<file path="config.mk">
export PLATFORM = sky130hd
export DESIGN_NAME = bcd_updown_counter
export DESIGN_NICKNAME = d
export VERILOG_FILES = /design/src/rtl/bcd_updown_counter.sv
export SDC_FILE = /design/constraint.sdc
export NUM_CORES = 1
export LEC_CHECK = 0
export CAP_MARGIN = 20
export CORE_AREA = 2 2 73 75
export DETAILED_ROUTE_END_ITERATION = 8
export DIE_AREA = 0 0 75 77
export PLACE_DENSITY = 0.71
export REMOVE_ABC_BUFFERS = 1
export SYNTH_ARGS = -nofsm -noshare
export SYNTH_HDL_FRONTEND = slang
export SYNTH_SLANG_ARGS = --single-unit
</file>
<file path="constraint.sdc">
create_clock -name clk -period 2.3 [get_ports clk]
set_clock_uncertainty 0.2 [all_clocks]
set_input_delay 0.46 -clock clk [delete_from_list [all_inputs] [get_ports clk]]
set_output_delay 0.46 -clock clk [all_outputs]
set_load 0.02 [all_outputs]
</file>
<file path="src/rtl/bcd_updown_counter.sv">
// Cascaded BCD up/down counter with a power-of-two tick prescaler,
// synchronous clear/load and per-digit active-low 7-segment outputs.
module bcd_updown_counter #(
   parameter int DIGITS    = 2,
   parameter int DIV_EXP   = 22,
   parameter int MAX_COUNT = 99,
   parameter int BLANK_LZ  = 0
) (
   input  logic                  clk,
   input  logic                  reset,
   input  logic                  enable,
   input  logic                  up_down,
   input  logic                  clear,
   input  logic                  load,
   input  logic [4*DIGITS-1:0]   load_value,
   output logic [4*DIGITS-1:0]   count_bcd,
   output logic [7*DIGITS-1:0]   seg7_out,
   output logic                  tick,
   output logic                  terminal,
   output logic                  wrap,
   output logic                  led_com
);

   localparam int CW = 4*DIGITS;

   function automatic logic [CW-1:0] f_to_bcd(input int v);
      logic [CW-1:0] r;
      int            t;
      r = '0;
      t = v;
      for (int i = 0; i < DIGITS; i++) begin
         r[4*i +: 4] = 4'(t % 10);
         t           = t / 10;
      end
      return r;
   endfunction

   function automatic logic [6:0] f_seg(input logic [3:0] d);
      case (d)
         4'd0:    return 7'b1000000;
         4'd1:    return 7'b1111001;
         4'd2:    return 7'b0100100;
         4'd3:    return 7'b0110000;
         4'd4:    return 7'b0011001;
         4'd5:    return 7'b0010010;
         4'd6:    return 7'b0000010;
         4'd7:    return 7'b1111000;
         4'd8:    return 7'b0000000;
         4'd9:    return 7'b0010000;
         default: return 7'b1111111;
      endcase
   endfunction

   localparam logic [CW-1:0] MAX_BCD = f_to_bcd(MAX_COUNT);

   logic          w_pre_full;
   logic          r_tick;
   logic          r_wrap;
   logic [CW-1:0] r_count;
   logic [CW-1:0] w_load_san;
   logic [CW-1:0] w_load_val;
   logic [CW-1:0] w_inc;
   logic [CW-1:0] w_dec;

   // With no divider the prescaler degenerates to "always full", giving a tick every cycle.
   generate
      if (DIV_EXP == 0) begin : g_nodiv
         assign w_pre_full = 1'b1;
      end else begin : g_div
         logic [DIV_EXP-1:0] r_pre;
         always_ff @(posedge clk or posedge reset) begin
            if (reset) r_pre <= '0;
            else       r_pre <= r_pre + 1'b1;
         end
         assign w_pre_full = &r_pre;
      end
   endgenerate

   always_ff @(posedge clk or posedge reset) begin
      if (reset) r_tick <= 1'b0;
      else       r_tick <= w_pre_full;
   end

   always_comb begin
      w_load_san = '0;
      for (int i = 0; i < DIGITS; i++)
         w_load_san[4*i +: 4] = (load_value[4*i +: 4] > 4'd9) ? 4'd0 : load_value[4*i +: 4];
      // BCD digits compare in numeric order, so a plain vector compare clamps correctly.
      w_load_val = (w_load_san > MAX_BCD) ? MAX_BCD : w_load_san;
   end

   always_comb begin
      logic c;
      logic b;
      w_inc = r_count;
      w_dec = r_count;
      c     = 1'b1;
      b     = 1'b1;
      for (int i = 0; i < DIGITS; i++) begin
         if (c) begin
            if (r_count[4*i +: 4] == 4'd9) w_inc[4*i +: 4] = 4'd0;
            else begin
               w_inc[4*i +: 4] = r_count[4*i +: 4] + 4'd1;
               c               = 1'b0;
            end
         end
         if (b) begin
            if (r_count[4*i +: 4] == 4'd0) w_dec[4*i +: 4] = 4'd9;
            else begin
               w_dec[4*i +: 4] = r_count[4*i +: 4] - 4'd1;
               b               = 1'b0;
            end
         end
      end
   end

   always_ff @(posedge clk or posedge reset) begin
      if (reset) begin
         r_count <= '0;
         r_wrap  <= 1'b0;
      end else begin
         r_wrap <= 1'b0;
         if (clear) begin
            r_count <= '0;
         end else if (load) begin
            r_count <= w_load_val;
         end else if (r_tick && enable) begin
            if (up_down) begin
               if (r_count == MAX_BCD) begin
                  r_count <= '0;
                  r_wrap  <= 1'b1;
               end else begin
                  r_count <= w_inc;
               end
            end else begin
               if (r_count == '0) begin
                  r_count <= MAX_BCD;
                  r_wrap  <= 1'b1;
               end else begin
                  r_count <= w_dec;
               end
            end
         end
      end
   end

   // Walk from the most significant digit down, tracking whether everything above is zero.
   always_comb begin
      logic w_lz;
      seg7_out = '1;
      w_lz     = 1'b1;
      for (int i = DIGITS-1; i >= 0; i--) begin
         w_lz = w_lz & (r_count[4*i +: 4] == 4'd0);
         if ((BLANK_LZ != 0) && (i > 0) && w_lz) seg7_out[7*i +: 7] = 7'b1111111;
         else                                      seg7_out[7*i +: 7] = f_seg(r_count[4*i +: 4]);
      end
   end

   assign count_bcd = r_count;
   assign tick      = r_tick;
   assign wrap      = r_wrap;
   assign terminal  = up_down ? (r_count == MAX_BCD) : (r_count == '0);
   assign led_com   = 1'b0;

endmodule

</file>
== Word level (Yosys, flattened, before mapping) ==
Memory sizes are Yosys's and may differ from the RTL's.
Index checks and enable logic that the tools add are counted.
W data, S select, Z words.
Word-level totals
  flip-flop bits (word level): 32
  ROM bits: 224
  input port bits: 14
  output and inout port bits: 26
  logic and storage cells: 51
  memories kept: 2
Memories
  (no name shown): depth 16, width 7, rd ports 1, clocked after Yosys merged registers in 0, wr ports 0, RTL line 39  | case (d)
  (no name shown): depth 16, width 7, rd ports 1, clocked after Yosys merged registers in 0, wr ports 0, RTL line 39
Cells by class
  $add $sub $neg: 5
  $lt $le $gt $ge: 3
  eq/ne operators: 4
  muxes and demuxes: 24
  reduce and logical (&&, ||, !) cells: 8
Operator list (number)
  $mux W8: 7
  $mux W4: 8
  $add A22 B1 Y22 const B: 1
  $reduce_and A22 Y1: 1
  $mux W1: 9
  $add A4 B1 Y4 const B: 2
  $eq A4 B4 Y1 const B: 2
  $eq A8 B8 Y1 const B: 1
  $gt A4 B4 Y1 const B: 2
  $gt A8 B8 Y1 const B: 1
  $logic_not A4 Y1: 2
  $logic_not A8 Y1: 1
  $sub A4 B1 Y4 const B: 2
  $ne A5 B1 Y1 const B: 1
  $reduce_bool A5 Y1: 1
  $reduce_and A3 Y1: 1
  $reduce_bool A3 Y1: 1
  $logic_and A1 B1 Y1: 1

== Depth between registers and ports, before layout ==
Gate-level depths: netlist of the first run.
  depth after elaboration: 8
  depth in mapped cells: 7
  mapped depth without buffers: 7

== Worst setup path before layout of the first run ==
OpenSTA, ideal clock, no wires.
  kind: reg2out
  from: register r_count[0] (netlist: count_bcd[0])
  to: output port terminal
  arrival: 1.815 ns
  data required time: 1.640 ns
  path slack: -0.175 ns
  cell stages (with the launch flop): 6
  buffers on the path: 0
  cells stage by stage: dfrtp_1 -> inv_1 -> ha_1 -> or3b_4 -> or4_1 -> o41ai_2
On the way
  word-level cells in the longest chain between the ends: 2
  elaborated cells between the ends (all ways): 3
  those cells by class: 1 x eq/ne; 1 x mux; 1 x reduce/logical
Ends and longest elaborated chain
  from (decl): RTL line 59  | logic [CW-1:0] r_count;
  from (signal assigned): RTL line 126  | r_count <= w_load_val;
  from (signal assigned): RTL line 133  | r_count <= w_inc;
  from (signal assigned): RTL line 140  | r_count <= w_dec;
  $eq A8 B8 Y1 / $logic_not A8 Y1 (equally long branches): RTL line 162  | assign terminal = up_down ? (r_count == MAX_BCD) : (r_count == '0);
  $mux W1 (*): RTL line 162
  to (decl): RTL line 19  | output logic terminal,
Mark *: on every way between the ends. The rest lies on a longest branch, timed or not.

== Worst setup path after layout of the first run ==
Ends and elaborated chain as after synthesis.

==> results of run 1 <==
==> per-stage QoR <==
| step | std cells | area, sq um | power, mW | setup TNS, ps | hold WS (ps) |
|---|---|---|---|---|---|
| after floorplan | 237 | 2080 | 0.768 | -270 | 237 |
| after global placement | 375 | 2780 | 0.950 | -2250 | 253 |
| after detailed placement | 375 | 2780 | 0.952 | -2420 | 257 |
| after CTS | 385 | 2920 | 1.39 | -519 | 274 |
| after global routing | 386 | 2960 | 1.46 | -919 | 282 |
| final | 386 | 2960 | 1.39 | -455 | 264 |
==> sequential cells by signal, summed over array words and instances (netlist names) <==
name / cells
wrap: 1
tick: 1
count_bcd: 8
g_div.r_pre: 22
==> final cells by class <==
cell class                 count  share of cell area
multi-input combinational    196               0.455
sequential                    32               0.271
timing repair buffer          71               0.202
tap                           70              0.0296
clock buffer                   6              0.0279
inverter                       9              0.0114
clock inverter                 2             0.00339
==> worst register-to-register path: cells and delay by family, from the launching register on <==
kind                       cells  cell delay, ps
and+or+nand+nor                3             630
AOI/OAI and AO/OA              2             530
DFF                            1             390
buffers and inverters          2             220
adders and majority gates      1             130
==> placed cells by master (no fill, tap or decap), drive strengths merged, types with 3 or more instances in the layout <==
cell type and n:
buf 44, dfrtp 32, nor2 29, nand2 28, clkdlybuf4s50 23, o21ai 17
a21oi 16, nand3 15, xnor2 15, ha 11, inv 9, xor2 6
clkbuf 6, nand2b 5, nand4 4, and3 4, a211oi 4, or2 3
o211ai 3, dlygate4sd2 3, a221oi 3, nor3 3
==> worst paths after layout <==
check	start	to	slack, ps	cells after the start
hold / removal	g_div.r_pre[21]$_DFF_PP0_	g_div.r_pre[21]$_DFF_PP0_	260	1
setup reg to reg	count_bcd[0]$_DFFE_PP0P_	count_bcd[4]$_DFFE_PP0P_	110	8
setup / recovery	count_bcd[0]$_DFFE_PP0P_	terminal	-330	6
min in group asynchronous	reset	g_div.r_pre[11]$_DFF_PP0_	360	3
max in group asynchronous	reset	g_div.r_pre[2]$_DFF_PP0_	1260	3
hold reg to reg	g_div.r_pre[21]$_DFF_PP0_	g_div.r_pre[21]$_DFF_PP0_	260	1
==> metal layers <==
| layer | part of all wire | vias to the layer above | routed length [microns] | global-route usage |
|---|---|---|---|---|
| li1 | - | 1003 | - | - |
| met1 | 0.45 | 938 | 2230 | 0.224 |
| met2 | 0.50 | 40 | 2460 | 0.326 |
| met3 | 0.039 | 5 | 192 | 0.0329 |
| met4 | 0.011 | 0 | 53 | 0.0536 |
| met5 | 0 | - | 0 | 0 |
==> report_power, final <==
group	total, mW	switching, mW	leakage (nW)	internal [mW]
Clock	0.432	0.194	0.0510	0.238
Sequential	0.575	0.00483	0.428	0.570
Combinational	0.378	0.203	0.834	0.175
==> cells by family after synthesis <==
logic type | after synthesis
simple gates | 107
compound gates | 55
flops | 32
xor+xnor | 21
buf+inv | 19
fa+ha+maj | 11
other cells | 1
mux | 1
==> timing repair <==
item                       4_1_cts  5_1_grt
buffers inserted                 2        1
pin swaps                        2        3
gates resized for setup         72       10
setup endpoints to repair       15       14
==> cell usage after synthesis (3+ instances only) <==
cell type and n:
sky130_fd_sc_hd__dfrtp_1 32, sky130_fd_sc_hd__nor2_1 29, sky130_fd_sc_hd__nand2_1 27, sky130_fd_sc_hd__a21oi_1 16, sky130_fd_sc_hd__nand3_1 15, sky130_fd_sc_hd__xnor2_1 15, sky130_fd_sc_hd__o21ai_0 13, sky130_fd_sc_hd__ha_1 11
sky130_fd_sc_hd__inv_1 7, sky130_fd_sc_hd__xor2_1 6, sky130_fd_sc_hd__nand2b_1 5, sky130_fd_sc_hd__and3_1 4, sky130_fd_sc_hd__nand4_1 4, sky130_fd_sc_hd__o21ai_1 4, sky130_fd_sc_hd__a211oi_1 3, sky130_fd_sc_hd__a221oi_1 3
sky130_fd_sc_hd__buf_2 3, sky130_fd_sc_hd__nor3_1 3, sky130_fd_sc_hd__o211ai_1 3
==> results.txt, run 1 <==
The run finished, with violations left. The final reports fail on negative setup slack. Among all flip-flop cells after synthesis, the most frequent one is sky130_fd_sc_hd__dfrtp_1. STA classifies the critical path endpoint as an output port.

The routed length per placed instance came out at between 10 and 15 microns. The setup violation total in the final timing report came out at 5. Entering global routing, the biggest net connects 33 pins. The async set-reset flop share out of synthesis is 1.00. Summed over all layers, the global routing overflow is 0. The setup slack after layout is -327 ps. The peak per-stage delay on the critical path is 430 ps. The analysis attributes to cell leakage a power of 1.31 nW.

The region available for standard cell placement spans 4980 sq um. The combined area of the multi-input logic cells came out at 1350 sq um. The y dimension of the die came out at 77 microns. Compared with the post-synthesis result, the final layout area differs by 36.8%. For this run, the share of the core covered by cells in the final layout is 0.594.

The number of buffers inserted by port buffering came out at 38. The data required time of the worst path is 1640 ps. At the later pin of the worst-skew pair, clock insertion delay measures 280 ps. The max-slew violation count came out at 0.

The count of vias placed by the detailed router came out at 1986. The xor/xnor share of the synthesized area is 0.0852. The top cell type's share of synthesized area came out at 0.371. The post-route clock period utilization came out at 1.14. The quantity of hold-fixing buffers added after cts came out at 0. The pre-antenna-repair detailed-routing pass consisted of 4 iterations. The peak ir drop on the vdd network is ~0.35 mV. The gate count after technology mapping is 247. The minimum setup slack after placement is -538 ps. STA classifies the critical path startpoint as a register. On the critical path, the stage with the largest delay is an instance of sky130_fd_sc_hd__or4_4. Yosys printed 0 warnings. Setup repair after global routing could not meet its margin everywhere.

Walking the worst path, the cells encountered are inv_2 > ha_4 > or3b_4 > or4_4 > o41ai_4 > buf_4. Grouping stages by cell kind, the critical path spends the most delay in simple AND/OR/NAND/NOR gates. The fmax is between 300 and 400 MHz.

The first-pass GRT wire length is 8490 microns. The CTS tree is yes. The post-route DRC violation count came out at 0.

The wire length after detailed routing is 4940 microns. The number of flops mapped to enable cells by yosys is 0. The global-route usage over all layers came out at 0.185. The final antenna-violating net count is 0. CTS placed an instance of sky130_fd_sc_hd__clkbuf_8 at the clock tree root. The die is 75 microns wide.

After synthesis, the largest family of logic cells by area is simple AND/OR/NAND/NOR gates. Counting the fill cells in the layout gives 459. Summed over all instances, the cell type with the most area after synthesis is sky130_fd_sc_hd__dfrtp_1. The initial utilization of the core area, before any placement, comes to 0.434. The compound-gate portion of the synthesized area was 0.170. The final weighted congestion of routability-driven global placement is 0.812. The worst setup path is of the register to output port kind.

Of the total synthesized cell area, the portion taken by AND, OR, NAND and NOR gates is 0.253. The number of antenna violations at the first check in global routing was 0. The power per unit of standard cell area came out at 469 nW/um^2. Of the total synthesized cell area, the portion taken by full adders, half adders and majority gates is 0.0637. The number of buffers on the longest clock path came out at 2. The repair_antennas step left the layout with diodes totalling 0. Together, buffers and inverters on the worst path number 2. The post-route minimum period is 2630 ps. The count of unique library cells instantiated by Yosys is 53. The post-synthesis sequential area ratio is 0.371. The final layout contains 340 nets. The floorplan has 26 rows. Synthesis inferred 32 register bits. CTS built an H-tree with a depth of 2. The share of layout cells above drive strength 1 came out at 0.250. The estimated wirelength of the detail-placed design is 3560 microns. Registers take 801 sq um. Sorting the synthesized cells by area gives the leading types as sky130_fd_sc_hd__dfrtp_1 (37%), sky130_fd_sc_hd__ha_1 (6.4%), sky130_fd_sc_hd__xnor2_1 (6.1%). After clock tree synthesis, the clock-pin slew on the worst setup and hold paths is 60 ps. The number of global-route vias before repair is 1910. The tightest min-delay check is of the register to register type. Data arrives at the worst endpoint at 1970 ps. The number of primary I/O pins came out at 40. The die footprint is 5780 sq um. The hold violation count in the final report came out at 0. The number of vias per cell after detailed routing came out at 5.15. Clock tree synthesis inserted a total of 5 buffers.

The number of design-rule violations left by the first detailed-router iteration is 81. The synthesized area divided by synthesized cell count is 8.74 sq um. The multiplexer area fraction after synthesis is 0.00463. The total clock sinks came out at 32. Of all nets on the critical path, the largest fanout is 2. The count of maximum capacitance violations came out at 0.

The synthesized cell area is 2160 sq um.
Power figures use the tool's default switching activity.
==> run 2: changes to the inputs <==
--- a/config.mk
+++ b/config.mk
@@ -9,8 +9,10 @@
 export CORE_AREA = 2 2 73 75
 export DETAILED_ROUTE_END_ITERATION = 8
 export DIE_AREA = 0 0 75 77
+export GPL_TIMING_DRIVEN = 0
 export PLACE_DENSITY = 0.71
 export REMOVE_ABC_BUFFERS = 1
+export SLEW_MARGIN = 20
 export SYNTH_ARGS = -nofsm -noshare
 export SYNTH_HDL_FRONTEND = slang
 export SYNTH_SLANG_ARGS = --single-unit
==> run 2 against run 1 <==
  * The flow still finishes with violations (negative setup slack)
  * Die area unchanged
  * Sequential power increased by 2%
  * Critical path depth unchanged
  * Via count decreased by 0.60%
  * First-iteration DRC count increased by 8.6%
  * Global-route usage decreased by 2.0 points
  * Utilization decreased by 2.0 points
  * Count of clock-buffer cells in the layout unchanged
==> results.txt, run 2 (same netlist as run 1, synthesis figures left out) <==
Result of the run: finished with violations (unchanged). Violations in the final reports: negative setup slack (unchanged). The kind of start point of the critical path is a register (unchanged).

The clock group share of total power is 0.316 (was 0.312). The proportion of total power due to net switching is 0.293 (was 0.290). The headroom to the max-slew limit came out at 0.530. The pin count of the biggest net entering global routing is 33 (unchanged). The total negative slack was -569 ps (was -455 ps). The peak ir drop on the vdd network is 0.376 mV (was 0.349 mV). Highest-count cells in the layout ignoring fill and taps: sky130_fd_sc_hd__nor2_1 (29), sky130_fd_sc_hd__nand2_1 (27), sky130_fd_sc_hd__dfrtp_1 (24) (was sky130_fd_sc_hd__buf_4 (36), sky130_fd_sc_hd__dfrtp_1 (32), sky130_fd_sc_hd__nor2_1 (29)).

The max-slew violation count is 0 (unchanged). The maximum fanout along the worst path is 2 (unchanged). The number of antenna violations at the first check in global routing is 0 (unchanged). The met2 demand-to-capacity share in global routing is 0.273 (was 0.326). The worst hold-check path type was register to register (unchanged). The core outline area came out at 4980 sq um (unchanged).

The most common cell after layout, fill and taps aside was sky130_fd_sc_hd__nor2_1 (was sky130_fd_sc_hd__buf_4). The post-route clock period utilization came out at 1.16 (was 1.14). The wire length after detailed routing is 4860 microns (was 4940 microns). The number of detailed-routing iterations run before antenna repair came out at 4 (unchanged).

The number of buffers on the longest clock path came out at 2 (unchanged). The y dimension of the die is 77 microns (unchanged). The post-route minimum period came out at 2670 ps (was 2630 ps). The data required time of the worst path came out at 1640 ps (about the same). The TritonCTS buffer count is 5 (unchanged).

The global-route met3 utilization is 0.0368 (was 0.0329). The register-to-register setup slack is 10 ps (was 110 ps). The total number of H-tree levels came out at 2 (unchanged). The CTS tree was yes (unchanged).

The synthesis-to-finish area growth came out at 32.3% (was 36.8%). The post-route DRC violation count is 0 (unchanged). The number of vias per cell after detailed routing came out at 5.31 (was 5.15). The register containing the most flip-flops in the final layout was g_div.r_pre (unchanged).

The setup violation total in the final timing report is 5 (unchanged). The initial core utilization came to 0.434 (unchanged). The setup slack after layout came out at -366 ps (was -327 ps).

The relative contribution of combinational cells to total power is 0.256 (was 0.273). The share of layout cells above drive strength 1 is 0.268 (was 0.250). The net total in the final layout is 326 (was 340).

The slew at the pin closest to its max-slew limit came out at 702 ps. The leftover overflow at the end of global routing came out at 0 (unchanged). The minimum setup slack after placement is -941 ps (was -538 ps).

The number of design-rule violations left by the first detailed-router iteration is 88 (was 81). The diode insertion count for antenna repair came out at 0 (unchanged). The leakage power of the design is 1.23 nW (was 1.31 nW). The die outline width came out at 75 microns (unchanged). The type of the worst setup path was register to output port (unchanged). The capturing element type of the critical path was an output port (unchanged).

Setup repair after global routing missed its margin: true (unchanged). The quantity of hold-fixing buffers added after cts came to 0 (unchanged). The cell at the root of the clock tree is sky130_fd_sc_hd__clkbuf_8 (unchanged). The power per unit of standard cell area is 480 nW/um^2 (was 469 nW/um^2). The global-route usage over all layers is 0.165 (was 0.185).

The number of buffers inserted by port buffering is 38 (unchanged). The number of primary I/O pins is 40 (unchanged). The total clock sinks came out at 32 (unchanged). The die footprint came out at 5780 sq um (unchanged). The row count is 26 (unchanged). The clock transition time at the flip-flop clock pins of the worst setup and hold paths is 60 ps (about the same). The first-pass GRT wire length was 7520 microns (was 8490 microns).

The count of vias placed by the detailed router is 1974 (was 1986). The number of global-route vias before repair came to 1733 (was 1910). The arrival time at the worst endpoint was 2010 ps (was 1970 ps). The count of maximum capacitance violations came out at 0 (unchanged). The global-route met1 utilization came to 0.202 (was 0.224). The hold violation count in the final report came out at 0 (unchanged).

The final weighted congestion of routability-driven global placement came out at 0.815 (was 0.812). The routed length per placed instance was 13.1 microns (was 12.8 microns). The layer carrying the most global-route usage is met2 (unchanged).

The clock insertion delay at the later pin of the skew report came to 280 ps (about the same). The total net switching power came out at 401 uW (was 402 uW). The internal power is 969 uW (was 983 uW). The sequential fraction of design power came to 0.428 (was 0.415). The estimated wirelength of the detail-placed design came out at 3130 microns (was 3560 microns). The fmax is 375 MHz (was 381 MHz). The flip-flop count of the largest register after layout came out at 22 (unchanged).

The final antenna-violating net count came out at 0 (unchanged).
[run 2: area by class of cell]
class                      count  area [sq um]
clock inverter                 2          10.0
timing repair buffer          57           478
tap                           70          87.6
inverter                       9          36.3
fill                         451          2120
multi-input combinational    196          1350
clock buffer                   6          82.6
sequential                    32           811
[run 2: metrics by stage]
step / hold slack (ps) / util / cell area, sq um / power [mW] / std cells
2_1_floorplan: 237 / - / 2080 / 0.768 / 237
3_3_place_gp: 253 / 0.513 / 2550 / 0.901 / 345
3_5_place_dp: 259 / 0.513 / 2550 / 0.904 / 345
4_1_cts: 272 / 0.555 / 2760 / 1.37 / 365
5_1_grt: 293 / 0.574 / 2860 / 1.45 / 372
6_report: 269 / 0.574 / 2860 / 1.37 / 372
[run 2: worst paths after layout]
path	startpoint	to	depth (start not counted)
worst max-delay path	count_bcd[1]$_DFFE_PP0P_	terminal	6
worst min-delay path	g_div.r_pre[20]$_DFF_PP0_	g_div.r_pre[20]$_DFF_PP0_	1
worst max register to register	count_bcd[1]$_DFFE_PP0P_	count_bcd[5]$_DFFE_PP0P_	8
worst min register to register	g_div.r_pre[20]$_DFF_PP0_	g_div.r_pre[20]$_DFF_PP0_	1
max in group asynchronous	reset	count_bcd[6]$_DFFE_PP0P_	2
min in group asynchronous	reset	g_div.r_pre[11]$_DFF_PP0_	2
[run 2: repair_timing]
item / 4_1_cts / 5_1_grt
pin swaps: 1 / 6
setup buffers: 12 / 7
setup endpoints to repair: 22 / 16
resized for setup: 68 / 30
[run 2: power by group through the flow]
stage          Clock (mW)  Sequential [mW]  Combinational (mW)
2_1_floorplan           0            0.607               0.161
3_5_place_dp            0            0.605               0.299
4_1_cts             0.460            0.586               0.324
3_3_place_gp            0            0.604               0.297
6_report            0.434            0.586               0.351
5_1_grt             0.481            0.587               0.382
[run 2: metal layers]
layer  share of wire  vias up  wire [microns]
met4           0.011        0              53
met5               0        -               0
li1                -      977               -
met3           0.048        6             231
met1            0.44      940            2160
met2            0.50       51            2420
[run 2: critical path, cell delays in order, from the launching register on]
cell and delay, ps:
sky130_fd_sc_hd__dfrtp_2 420, sky130_fd_sc_hd__inv_2 90, sky130_fd_sc_hd__ha_4 140, sky130_fd_sc_hd__or3b_4 380, sky130_fd_sc_hd__or4_4 440, sky130_fd_sc_hd__o41ai_4 70, sky130_fd_sc_hd__buf_4 190
